--- config.mk ---
export PLATFORM = sky130hd
export DESIGN_NAME = pong_game_ctrl
export DESIGN_NICKNAME = d
export VERILOG_FILES = /design/src/rtl/pong_pkg.sv /design/src/rtl/pong_frame_timer.sv /design/src/rtl/pong_game_ctrl.sv
export SDC_FILE = /design/constraint.sdc
export NUM_CORES = 1
export LEC_CHECK = 0
export CAP_MARGIN = 30
export CORE_ASPECT_RATIO = 1.2
export CORE_MARGIN = 4
export CORE_UTILIZATION = 30
export CTS_CLUSTER_DIAMETER = 30
export DETAILED_ROUTE_END_ITERATION = 7
export MAX_ROUTING_LAYER = met4
export PLACE_DENSITY = 0.51
export SLEW_MARGIN = 10
export SYNTH_ARGS = -nofsm -noshare
export SYNTH_HDL_FRONTEND = slang
export SYNTH_SLANG_ARGS = --single-unit
--- constraint.sdc ---
create_clock -name pixel_clk -period 2.9 [get_ports pixel_clk]
set_clock_uncertainty 0.05 [all_clocks]
set_input_delay 0.58 -clock pixel_clk [delete_from_list [all_inputs] [get_ports pixel_clk]]
set_output_delay 0.58 -clock pixel_clk [all_outputs]
set_load 0.02 [all_outputs]
--- src/rtl/pong_pkg.sv ---
// Shared types and constants for the HDMI pong design.
// Used by the game controller, object, paddle and top-level pixel mux.
package pong_pkg;

    typedef enum logic [2:0] {
        S_ARM   = 3'd0,
        S_WATCH = 3'd1,
        S_PASS  = 3'd2,
        S_SERVE = 3'd3,
        S_OVER  = 3'd4
    } game_state_e;

    localparam int HRES     = 1280;
    localparam int VRES     = 720;
    localparam int PADDLE_W = 160;
    localparam int PADDLE_H = 20;

    localparam logic [23:0] COLOR_BG        = 24'h000000;
    localparam logic [23:0] COLOR_OBJ       = 24'hFFFFFF;
    localparam logic [23:0] COLOR_PADDLE    = 24'h00FF00;
    localparam logic [23:0] COLOR_GAME_OVER = 24'hFF0000;

    function automatic int max_int(input int a, input int b);
        return (a > b) ? a : b;
    endfunction

endpackage

--- src/rtl/pong_frame_timer.sv ---
// Frame timer: counts fsync strobes up to a load value and strobes done on
// the last one. Held cleared while clr is high so each use starts from zero.
module pong_frame_timer #(
    parameter int CNT_W = 8
) (
    input  logic             pixel_clk,
    input  logic             rst_n,
    input  logic             clr,
    input  logic             tick,
    input  logic [CNT_W-1:0] load,
    output logic             done
);

    logic [CNT_W-1:0] cnt;

    assign done = tick && !clr && (cnt == load - 1'b1);

    // Frame count; wraps to zero on completion or while cleared
    always_ff @(posedge pixel_clk or negedge rst_n) begin
        if (!rst_n) begin
            cnt <= '0;
        end else if (clr || done) begin
            cnt <= '0;
        end else if (tick) begin
            cnt <= cnt + 1'b1;
        end
    end

endmodule

--- src/rtl/pong_game_ctrl.sv ---
// Frame-synchronous game-state controller for the HDMI pong design.
// Detects paddle hit/miss on the paddle row, tracks score and lives,
// serves a new ball after each miss and runs a timed GAME OVER pause.
// Optional feature macro: PONG_SPEEDUP_EN (hit-driven ball speed levels).
module pong_game_ctrl
    import pong_pkg::*;
#(
    parameter int VRES         = 720,
    parameter int PADDLE_H     = 20,
    parameter int LIVES        = 3,
    parameter int SCORE_W      = 10,
    parameter int SERVE_FRAMES = 32,
    parameter int PAUSE_FRAMES = 128,
    parameter int SPEEDUP_HITS = 8
) (
    input  logic               pixel_clk,
    input  logic               rst_n,
    input  logic               fsync,
    input  logic signed [11:0] vpos,
    input  logic               active_obj,
    input  logic               active_paddle,
    output logic               obj_rst,
    output logic               paddle_rst,
    output logic               game_over,
    output logic               hit_pulse,
    output logic               miss_pulse,
    output logic [SCORE_W-1:0] score,
    output logic [3:0]         lives,
    output logic [2:0]         speed_level
);

    localparam logic signed [11:0] PADDLE_ROW = 12'(VRES - PADDLE_H);
    localparam int TMR_W = $clog2(max_int(SERVE_FRAMES, PAUSE_FRAMES) + 1);

    game_state_e      state;
    logic             row_hit;
    logic             hit_ev;
    logic             miss_ev;
    logic             restart;
    logic             tmr_clr;
    logic             tmr_done;
    logic [TMR_W-1:0] tmr_load;

    assign row_hit  = (vpos == PADDLE_ROW) && active_obj;
    // One timer serves both timed states; it is cleared outside them, which
    // is equivalent to clearing on every state entry.
    assign tmr_clr  = (state != S_SERVE) && (state != S_OVER);
    assign tmr_load = (state == S_OVER) ? TMR_W'(PAUSE_FRAMES) : TMR_W'(SERVE_FRAMES);
    assign restart  = (state == S_OVER) && tmr_done;

    pong_frame_timer #(
        .CNT_W (TMR_W)
    ) u_frame_timer (
        .pixel_clk (pixel_clk),
        .rst_n     (rst_n),
        .clr       (tmr_clr),
        .tick      (fsync),
        .load      (tmr_load),
        .done      (tmr_done)
    );

    // Hit/miss decision for the current pixel; a frame strobe abandons evaluation
    always_comb begin
        hit_ev  = 1'b0;
        miss_ev = 1'b0;
        if (!fsync) begin
            case (state)
                S_WATCH: hit_ev = row_hit && active_paddle;
                S_PASS: begin
                    hit_ev  = active_obj && active_paddle;
                    miss_ev = !active_obj;
                end
                default: ;
            endcase
        end
    end

    // Game FSM with registered outputs; pulses land one cycle after the event
    always_ff @(posedge pixel_clk or negedge rst_n) begin
        if (!rst_n) begin
            state      <= S_ARM;
            score      <= '0;
            lives      <= 4'(LIVES);
            obj_rst    <= 1'b0;
            paddle_rst <= 1'b0;
            game_over  <= 1'b0;
            hit_pulse  <= 1'b0;
            miss_pulse <= 1'b0;
        end else begin
            hit_pulse  <= 1'b0;
            miss_pulse <= 1'b0;
            if (hit_ev) begin
                hit_pulse <= 1'b1;
                state     <= S_ARM;
                if (score != '1) begin
                    score <= score + 1'b1;
                end
            end else if (miss_ev) begin
                miss_pulse <= 1'b1;
                lives      <= lives - 1'b1;
                obj_rst    <= 1'b1;
                if (lives == 4'd1) begin
                    state      <= S_OVER;
                    game_over  <= 1'b1;
                    paddle_rst <= 1'b1;
                end else begin
                    state <= S_SERVE;
                end
            end else begin
                case (state)
                    S_ARM:   if (fsync) state <= S_WATCH;
                    S_WATCH: if (!fsync && row_hit) state <= S_PASS;
                    S_PASS:  if (fsync) state <= S_WATCH;
                    S_SERVE: begin
                        if (tmr_done) begin
                            obj_rst <= 1'b0;
                            state   <= S_ARM;
                        end
                    end
                    S_OVER: begin
                        if (restart) begin
                            score      <= '0;
                            lives      <= 4'(LIVES);
                            obj_rst    <= 1'b0;
                            paddle_rst <= 1'b0;
                            game_over  <= 1'b0;
                            state      <= S_ARM;
                        end
                    end
                    default: state <= S_ARM;
                endcase
            end
        end
    end

`ifdef PONG_SPEEDUP_EN
    localparam int HIT_W = (SPEEDUP_HITS > 1) ? $clog2(SPEEDUP_HITS) : 1;

    logic [HIT_W-1:0] hit_cnt;

    // Raise the speed index once every SPEEDUP_HITS hits; cleared on game restart
    always_ff @(posedge pixel_clk or negedge rst_n) begin
        if (!rst_n) begin
            hit_cnt     <= '0;
            speed_level <= '0;
        end else if (restart) begin
            hit_cnt     <= '0;
            speed_level <= '0;
        end else if (hit_ev) begin
            if (hit_cnt == HIT_W'(SPEEDUP_HITS - 1)) begin
                hit_cnt <= '0;
                if (speed_level != 3'd7) begin
                    speed_level <= speed_level + 3'd1;
                end
            end else begin
                hit_cnt <= hit_cnt + 1'b1;
            end
        end
    end
`else
    // Speed index is fixed; SPEEDUP_HITS only matters when the feature is built
    localparam logic [2:0] SPEED_FIXED = (SPEEDUP_HITS > 0) ? 3'd0 : 3'd0;
    assign speed_level = SPEED_FIXED;
`endif

endmodule

======== Word-level counts from Yosys, hierarchy flattened ========
Index checks and enable logic that the tools add are counted.
W data, S select, Z words.
cells by class
  bitwise operators ....................... 1
  add/subtract/negate cells ............... 4
  reduce and logical (&&, ||, !) cells .... 25
  multiplexer cells ....................... 33
  equality and inequality tests ........... 19
operators by type and width
  operator                 number
  $mux W10                 5
  $mux W8                  3
  $mux W3                  7
  $reduce_and A4 Y1        4
  $eq A12 B11 Y1 const B   1
  $mux W1                  12
  $mux W4                  3
  $ne A4 B4 Y1 const B     3
  $pmux W3 S4              1
  $add A10 B1 Y10 const B  1
  $ne A10 B10 Y1 const B   1
  $reduce_bool A2 Y1       5
  $ne A3 B3 Y1 const B     3
  $add A8 B1 Y8 const B    1
  $eq A8 B8 Y1             1
  $logic_and A1 B1 Y1      8
  $sub A8 B1 Y8 const B    1
  $eq A3 B2 Y1 const B     2
  $eq A4 B1 Y1 const B     1
  $ne A2 B1 Y1 const B     2
  $ne A4 B1 Y1 const B     1
  $pmux W1 S2              2
  $sub A4 B1 Y4 const B    1
  $eq A3 B1 Y1 const B     1
  other kinds (10)         12
storage, ports and cells
  register bits ........................... 29

======== Longest topological paths before layout ========
Gate-level depths: netlist of the first run.
  word-level depth ........................ 10
  mapped depth ............................ 8

======== By module ========
A second synthesis of the first run with hierarchy kept.
unflattened totals
  cells, all modules ...................... 220
  area, all modules ....................... 2026.9 um^2
by module, submodules not included
  module            sequential area each (um^2)  times used  cells an instance  area each (um^2)
  pong_game_ctrl    528.0                        1           143                1347.5
  pong_frame_timer  200.2                        1           77                 679.4

======== Worst setup path after synthesis of the first run ========
No wires, ideal clock.
  path kind ............................... input -> register
  from .................................... in fsync
  to ...................................... reg state[1]
  library setup time ...................... 126 ps
  data arrival time ....................... 2187 ps
  path slack .............................. 538 ps
  cell stages on the path ................. 7
  path buffers ............................ 2
  path through ............................ buf_6 > or3_1 > or3b_1 > buf_2 > or4b_4 > nand4b_1 > a21oi_1
on the way
  cells in the longest elaborated chain, start to end .. 5
  elaborated cells on any way between the ends .. 14
  classes of those cells .................. eq/ne (4); mux (4); reduce/logical (6)
RTL lines
  item                                line                    source
  from (decl)                         pong_game_ctrl.sv:18    input logic fsync,
  $logic_and A1 B1 Y1 (2 in series)   pong_frame_timer.sv:16  assign done = tick && !clr && (cnt == load - 1'b1);
  $logic_and A1 B1 Y1                 pong_game_ctrl.sv:49    assign restart = (state == S_OVER) && tmr_done;
  $ne A4 B4 Y1 (no source line)       --
  $reduce_and A4 Y1 (no source line)  --
  to (signal assigned)                pong_game_ctrl.sv:81    state <= S_ARM;
  to (signal assigned)                pong_game_ctrl.sv:94    state <= S_ARM;
  to (signal assigned)                pong_game_ctrl.sv:103   state <= S_OVER;
  to (decl)                           pong_game_ctrl.sv:35    game_state_e state;
Several ways; a longest one is shown, not always the timed one.
A chain may end at the register's enable or synchronous reset.

======== Final worst setup path of the first run ========
  from .................................... in vpos[9]
  to ...................................... reg score[7]
on the way
  cells in the longest elaborated chain, start to end .. 7
  elaborated cells on any way between the ends .. 11
  classes of those cells .................. eq/ne (3); mux (3); reduce/logical (5)
RTL lines
  item                                                         line                  source
  from (decl)                                                  pong_game_ctrl.sv:19  input logic signed [11:0] vpos,
  $eq A12 B11 Y1 *                                             pong_game_ctrl.sv:44  assign row_hit = (vpos == PADDLE_ROW) && active_obj;
  $logic_and A1 B1 Y1 *                                        pong_game_ctrl.sv:44
  $logic_and A1 B1 Y1 *                                        pong_game_ctrl.sv:68  S_WATCH: hit_ev = row_hit && active_paddle;
  $pmux W1 S2 *                                                pong_game_ctrl.sv:67  case (state)
  $mux W1 *                                                    pong_game_ctrl.sv:66  if (!fsync) begin
  $ne A2 B1 Y1 (no source line), or another cell as far along  --
  $reduce_and A4 Y1 (no source line)                           --
  to (signal assigned)                                         pong_game_ctrl.sv:96  score <= score + 1'b1;
  to (decl)                                                    pong_game_ctrl.sv:27  output logic [SCORE_W-1:0] score,
Mark *: on every way between the ends. The rest lies on a longest branch, timed or not.

==> flow_summary.toml, run 1 <==
[run_status]
outcome = "finished, final reports clean"

[min_path]
hold_depth = 1
worstHoldPathType = "reg -> reg"

[routing]
firstDrtPassIters = 4
vias = 1395
ant_nets = 0
viasPerCell = 5.00
wl_per_cell_um = 14.0
wirelength_mm = 3.91
drt-initial-drc-count = 24
drc = 0

[logic_synthesis]
synth_area_leaders = "dfrtp_1 41%, nand2_1 4.5%, nor2_1 3.6%"
synth_common_cells = "27 x dfrtp_1, 20 x nand2_1, 16 x nor2_1"
synth_top_area_frac = 0.409
synth_seq_cells = 29
yosysSeqAreaShare = 0.441
netlist_area_mm2 = 0.00165
synth.avg_cell_area_um2 = 9.44
yosysUniqueCellTypes = 49
synth_cells = 175
async_reset_ff_frac = 1.00
synth_ff_type = "dfrtp_1"
synth_area_leader_cell = "dfrtp_1"
synth_edf_count = 0
yosysMostFrequentCell = "dfrtp_1"
yosysWarningCount = 0

[worst_setup_path]
max_stage_delay_ns = 0.45
crit_path_cell_trace = "clkdlybuf4s50_1 > or3b_2 > nor4_2 > a21oi_2 > inv_1 > a21oi_1 > a221o_1"
cp.depth = 7
path_buf_inv = 2
arrival_ns = 2.55
crit_family = "compound AO/OA/AOI/OAI gates"
reg2reg_depth = 5
critPathKind = "in -> reg"
startpoint_type = "input port"
cp_data_required_time_ns = 3.01
end_kind = "register"
critPathMaxFanout = 6
cp_slowest_cell = "or3b_2"

[floorplan]
pin_count = 39
die_w_um = 75.8
start_util = 0.310
design.core.area_mm2 = 0.00533
die_h_um = 89.3
die_area_mm2 = 0.00677
rows = 29

[sta]
rsz0062_at_grt = "no"
min_period_ns = 2.43
hold_viol_final = 0
slew_violations = 0
holdWs_ns = 0.468
setup_ws_ns = 0.466
setup_viol = 0
final.setup.tns_ns = 0
fin_crit_sh = 0.839
clock.fmax_mhz = 411
worst_pin_slew_ns = 0.527
slew-limit-headroom = 0.649

[power]
power_density_mw_per_mm2 = 636
irDropWorstVdd_mv = 0.240
power.leakage_uw = 0.000910

[global_routing]
grt_pass1_vias = 1413
antenna_found_initial = 0
grtUsageTotal = 0.132
gr-total-overflow = 0
grt_pass1_wl_mm = 6.64
grt_max_degree = 30

[clock_network]
clock_sinks = 29
holdBufCountCts = 0
clock_latency_ns = 0.28
cts.htree.levels = 2
cts_resized = 0
cts_buffers = 5
cts_tree = "done"
clkTransAtPathRegs_ns = 0.06
cts_buffer_depth = 2
post_cts_buffers = 0
clockRootBuffer = "clkbuf_8"

[place]
post-place-ws_ns = 0.146
post-dp-hpwl_mm = 2.94
place_area_mm2 = 0.00206
numPortBuffers = 35
gp_congestion = 0.784

[job]
maxCapViolCount = 0

[layout]
syn_to_final_growth_pct = 29.8
layout-drive-gt1-share = 0.0968
fin_area_mm2 = 0.00214
antennaDiodeCount = 0
nets = 237
[flip-flops by register name, indices dropped and copies added (netlist names)]
signal / cells
u_frame_timer.cnt: 8
obj_rst: 1
lives: 4
state: 3
game_over: 1
hit_pulse: 1
score: 10
miss_pulse: 1
[placed cells by master (no fill, tap or decap), types with 2 or more instances in the layout]
cell,count
clkbuf_8,5
nor3_1,7
dfrtp_1,27
xnor2_1,5
a21o_1,2
ha_1,4
clkdlybuf4s50_1,35
o21ai_0,7
and3_1,3
buf_4,7
dfstp_2,2
a21oi_1,7
inv_1,6
and2_1,3
or4_1,2
nand3_1,7
nor3b_1,2
nor2_1,16
clkbuf_1,3
nor2b_1,3
or3b_1,2
mux2i_1,3
nand4bb_1,2
o22ai_1,2
conb_1,3
a221o_1,2
xor2_1,4
and4_1,2
nand2_1,20
nand4_1,5
[area by class of cell]
type | count | area [um^2]
multi-input cells | 132 | 833
clock buffers | 8 | 80.1
repair buffers | 42 | 403
fillers | 548 | 3190
well taps | 62 | 77.6
flip-flops and latches | 29 | 728
inverters | 6 | 22.5
[path summary, 6_finish.rpt]
check | slack [ns] | end | from
hold / removal | 0.47 | lives[3] | lives[3]
hold reg to reg | 0.47 | lives[3] | lives[3]
setup reg to reg | 0.69 | state[1] | state[0]
setup / recovery | 0.47 | score[7] | vpos[9]
max in group asynchronous | 1.83 | lives[1] | rst_n
min in group asynchronous | 0.64 | hit_pulse | rst_n
[stage by stage]
stage	total power, uW	std cells	util
final	1360	279	0.402
after global routing	1470	279	0.402
after CTS	1390	279	0.402
after detailed placement	1060	271	0.387
after global placement	1060	271	0.387
after floorplan	866	177	-
[per-layer routing]
layer	track usage	share of wire
met2	0.222	0.51
met4	0.0461	0.012
met1	0.149	0.44
met5	-	0
met3	0.0337	0.037
[cells by family (layout without fill, tap and decap cells)]
kind of cell               count (synthesis)  in the layout  share of synthesized area
AOI/OAI and AO/OA                         30             30                      0.120
xor gates and xnor gates                   9              9                     0.0477
adders and majority gates                  4              4                     0.0303
buffers and inverters                     16             56                     0.0598
DFF                                       29             29                      0.441
muxes                                      3              3                     0.0182
other                                      1              3                    0.00227
and+or+nand+nor                           83             83                      0.282
[report_power, final]
part	switching (uW)	internal, uW
Sequential	84.2	485
Combinational	242	233
Clock	150	170
Total	477	888
Note: power is estimated with default switching activity, not from simulation.
==> run 2, diff against run 1 <==
--- a/config.mk
+++ b/config.mk
@@ -12,7 +12,7 @@
 export CTS_CLUSTER_DIAMETER = 30
 export DETAILED_ROUTE_END_ITERATION = 7
 export MAX_ROUTING_LAYER = met4
-export PLACE_DENSITY = 0.51
+export PLACE_DENSITY = 0.53
 export SLEW_MARGIN = 10
 export SYNTH_ARGS = -nofsm -noshare
 export SYNTH_HDL_FRONTEND = slang
==> constraint.sdc (replaced) <==
create_clock -name pixel_clk -period 1.96 [get_ports pixel_clk]
set_clock_uncertainty 0.05 [all_clocks]
set_input_delay 0.392 -clock pixel_clk [delete_from_list [all_inputs] [get_ports pixel_clk]]
set_output_delay 0.392 -clock pixel_clk [all_outputs]
set_load 0.02 [all_outputs]
==> flow_summary.toml, run 2 (synthesis gave the netlist of run 1 again) <==
[worst_setup_path]
end_kind = "register"
arrival_ns = 2.19
cp_data_required_time_ns = 2.07
critPathKind = "reg -> reg"
critPathMaxFanout = 4
startpoint_type = "register"

[layout]
antennaDiodeCount = 0
layout_common_cells = "36 x buf_4, 29 x clkdlybuf4s50_1, 27 x dfrtp_1, 19 x nand2_1, 16 x nor2_1"
fin_util = 0.463
layout-drive-gt1-share = 0.262
final_common_cell = "buf_4"
top_register = "score"
largest_reg_flops = 10
top_regs = "score x10, u_frame_timer.cnt x8, lives x4"
syn_to_final_growth_pct = 49.5
nets = 268

[power]
irDropWorstVdd_mv = 0.409
power.leakage_uw = 0.00111
switching_share = 0.335
clkPwrFrac = 0.233
power_density_mw_per_mm2 = 884
p_int_uw = 1450
comb_power_share = 0.388
p_seq_frac = 0.379
power.switching_uw = 733

[routing]
viasPerCell = 4.95
ant_nets = 0
vias = 1536
wirelength_mm = 4.03
m1WireLength_mm = 1.68
met3RoutedLength_um = 123
wl_per_cell_um = 13.0
firstDrtPassIters = 4
drt-initial-drc-count = 62
drc = 0
dr_wl_met2_mm = 2.15
topRoutingLayerUsed = "met4"

[sta]
slew_violations = 0
final.setup.tns_ns = -0.402
setup_viol = 7
holdWs_ns = 0.453
hold_viol_final = 0
fin_crit_sh = 1.06
setup_ws_ns = -0.120
min_period_ns = 2.08
rsz0062_at_grt = "yes"
clock.fmax_mhz = 481

[floorplan]
pin_count = 39
die_h_um = 89.3
design.core.area_mm2 = 0.00533
die_area_mm2 = 0.00677
rows = 29
start_util = 0.310
die_w_um = 75.8

[clock_network]
clockRootBuffer = "clkbuf_8"
clock_sinks = 29
cts_buffer_depth = 2
clkTransAtPathRegs_ns = 0.07
cts.htree.levels = 2
holdBufCountCts = 0
cts_buffers = 5
clock_latency_ns = 0.28
cts_tree = "done"

[place]
gp_congestion = 0.886
numPortBuffers = 35
post-dp-hpwl_mm = 3.09

[global_routing]
grt_pass1_wl_mm = 6.90
antenna_found_initial = 0
grtUsageTotal = 0.138
grt_pass1_vias = 1500
grt_max_degree = 30
gr-total-overflow = 0

[job]
maxCapViolCount = 0

[run_status]
outcome = "finished, violations left"
violations = "negative setup slack"

[min_path]
worstHoldPathType = "in -> async"
-- run 2: repair_timing --
action                                  4_1_cts  5_1_grt
resized for setup                            12       12
endpoints found under the hold margin         0        0
pin swaps                                    10        2
endpoints found under the setup margin       16       16
setup buffers                                 6        3
-- run 2: power by group through the flow --
stage | clock network [uW] | registers, uW | logic, uW
2_1_floorplan | 0 | 915 | 372
3_3_place_gp | 0 | 840 | 807
3_5_place_dp | 0 | 835 | 816
4_1_cts | 531 | 829 | 852
5_1_grt | 553 | 847 | 934
6_report | 508 | 828 | 849
-- run 2: worst paths after layout --
check,slack (ns),cells after the start,from,end
min in group pixel_clk,0.46,1,lives[3],lives[3]
hold reg to reg,0.46,1,lives[3],lives[3]
hold / removal,0.45,2,rst_n,score[2]
max in group asynchronous,1.09,2,rst_n,lives[1]
setup reg to reg,-0.12,5,state[0],state[1]
setup / recovery,-0.12,5,state[0],state[1]
-- run 2: layer usage --
metal,track usage,up-vias
li1,-,771
met3,0.0337,9
met4,0.0429,0
met5,-,-
met2,0.234,24
met1,0.159,732
-- run 2: stage by stage --
stage	power, uW	instance area, um^2	cells	setup WS (ns)
after floorplan	1290	1680	177	-0.198
after global placement	1650	2250	294	-0.513
after detailed placement	1650	2250	294	-0.552
after CTS	2210	2410	308	-0.115
after global routing	2330	2470	310	-0.145
final	2180	2470	310	-0.120
-- run 2: worst max-delay path, cell delays in order, from the launching register on --
cell and delay, ns:
dfrtp_1 0.39, or3_4 0.39, or3b_4 0.40, or4b_4 0.55, nand4b_1 0.11, a21oi_1 0.07
-- run 2: area by class of cell --
class,count,area [um^2]
Sequential cell,29,728
Clock buffer,8,90.1
Inverter,6,25.0
Fill cell,545,2860
Tap cell,62,77.6
Timing Repair Buffer,73,643
Multi-Input combinational cell,132,907
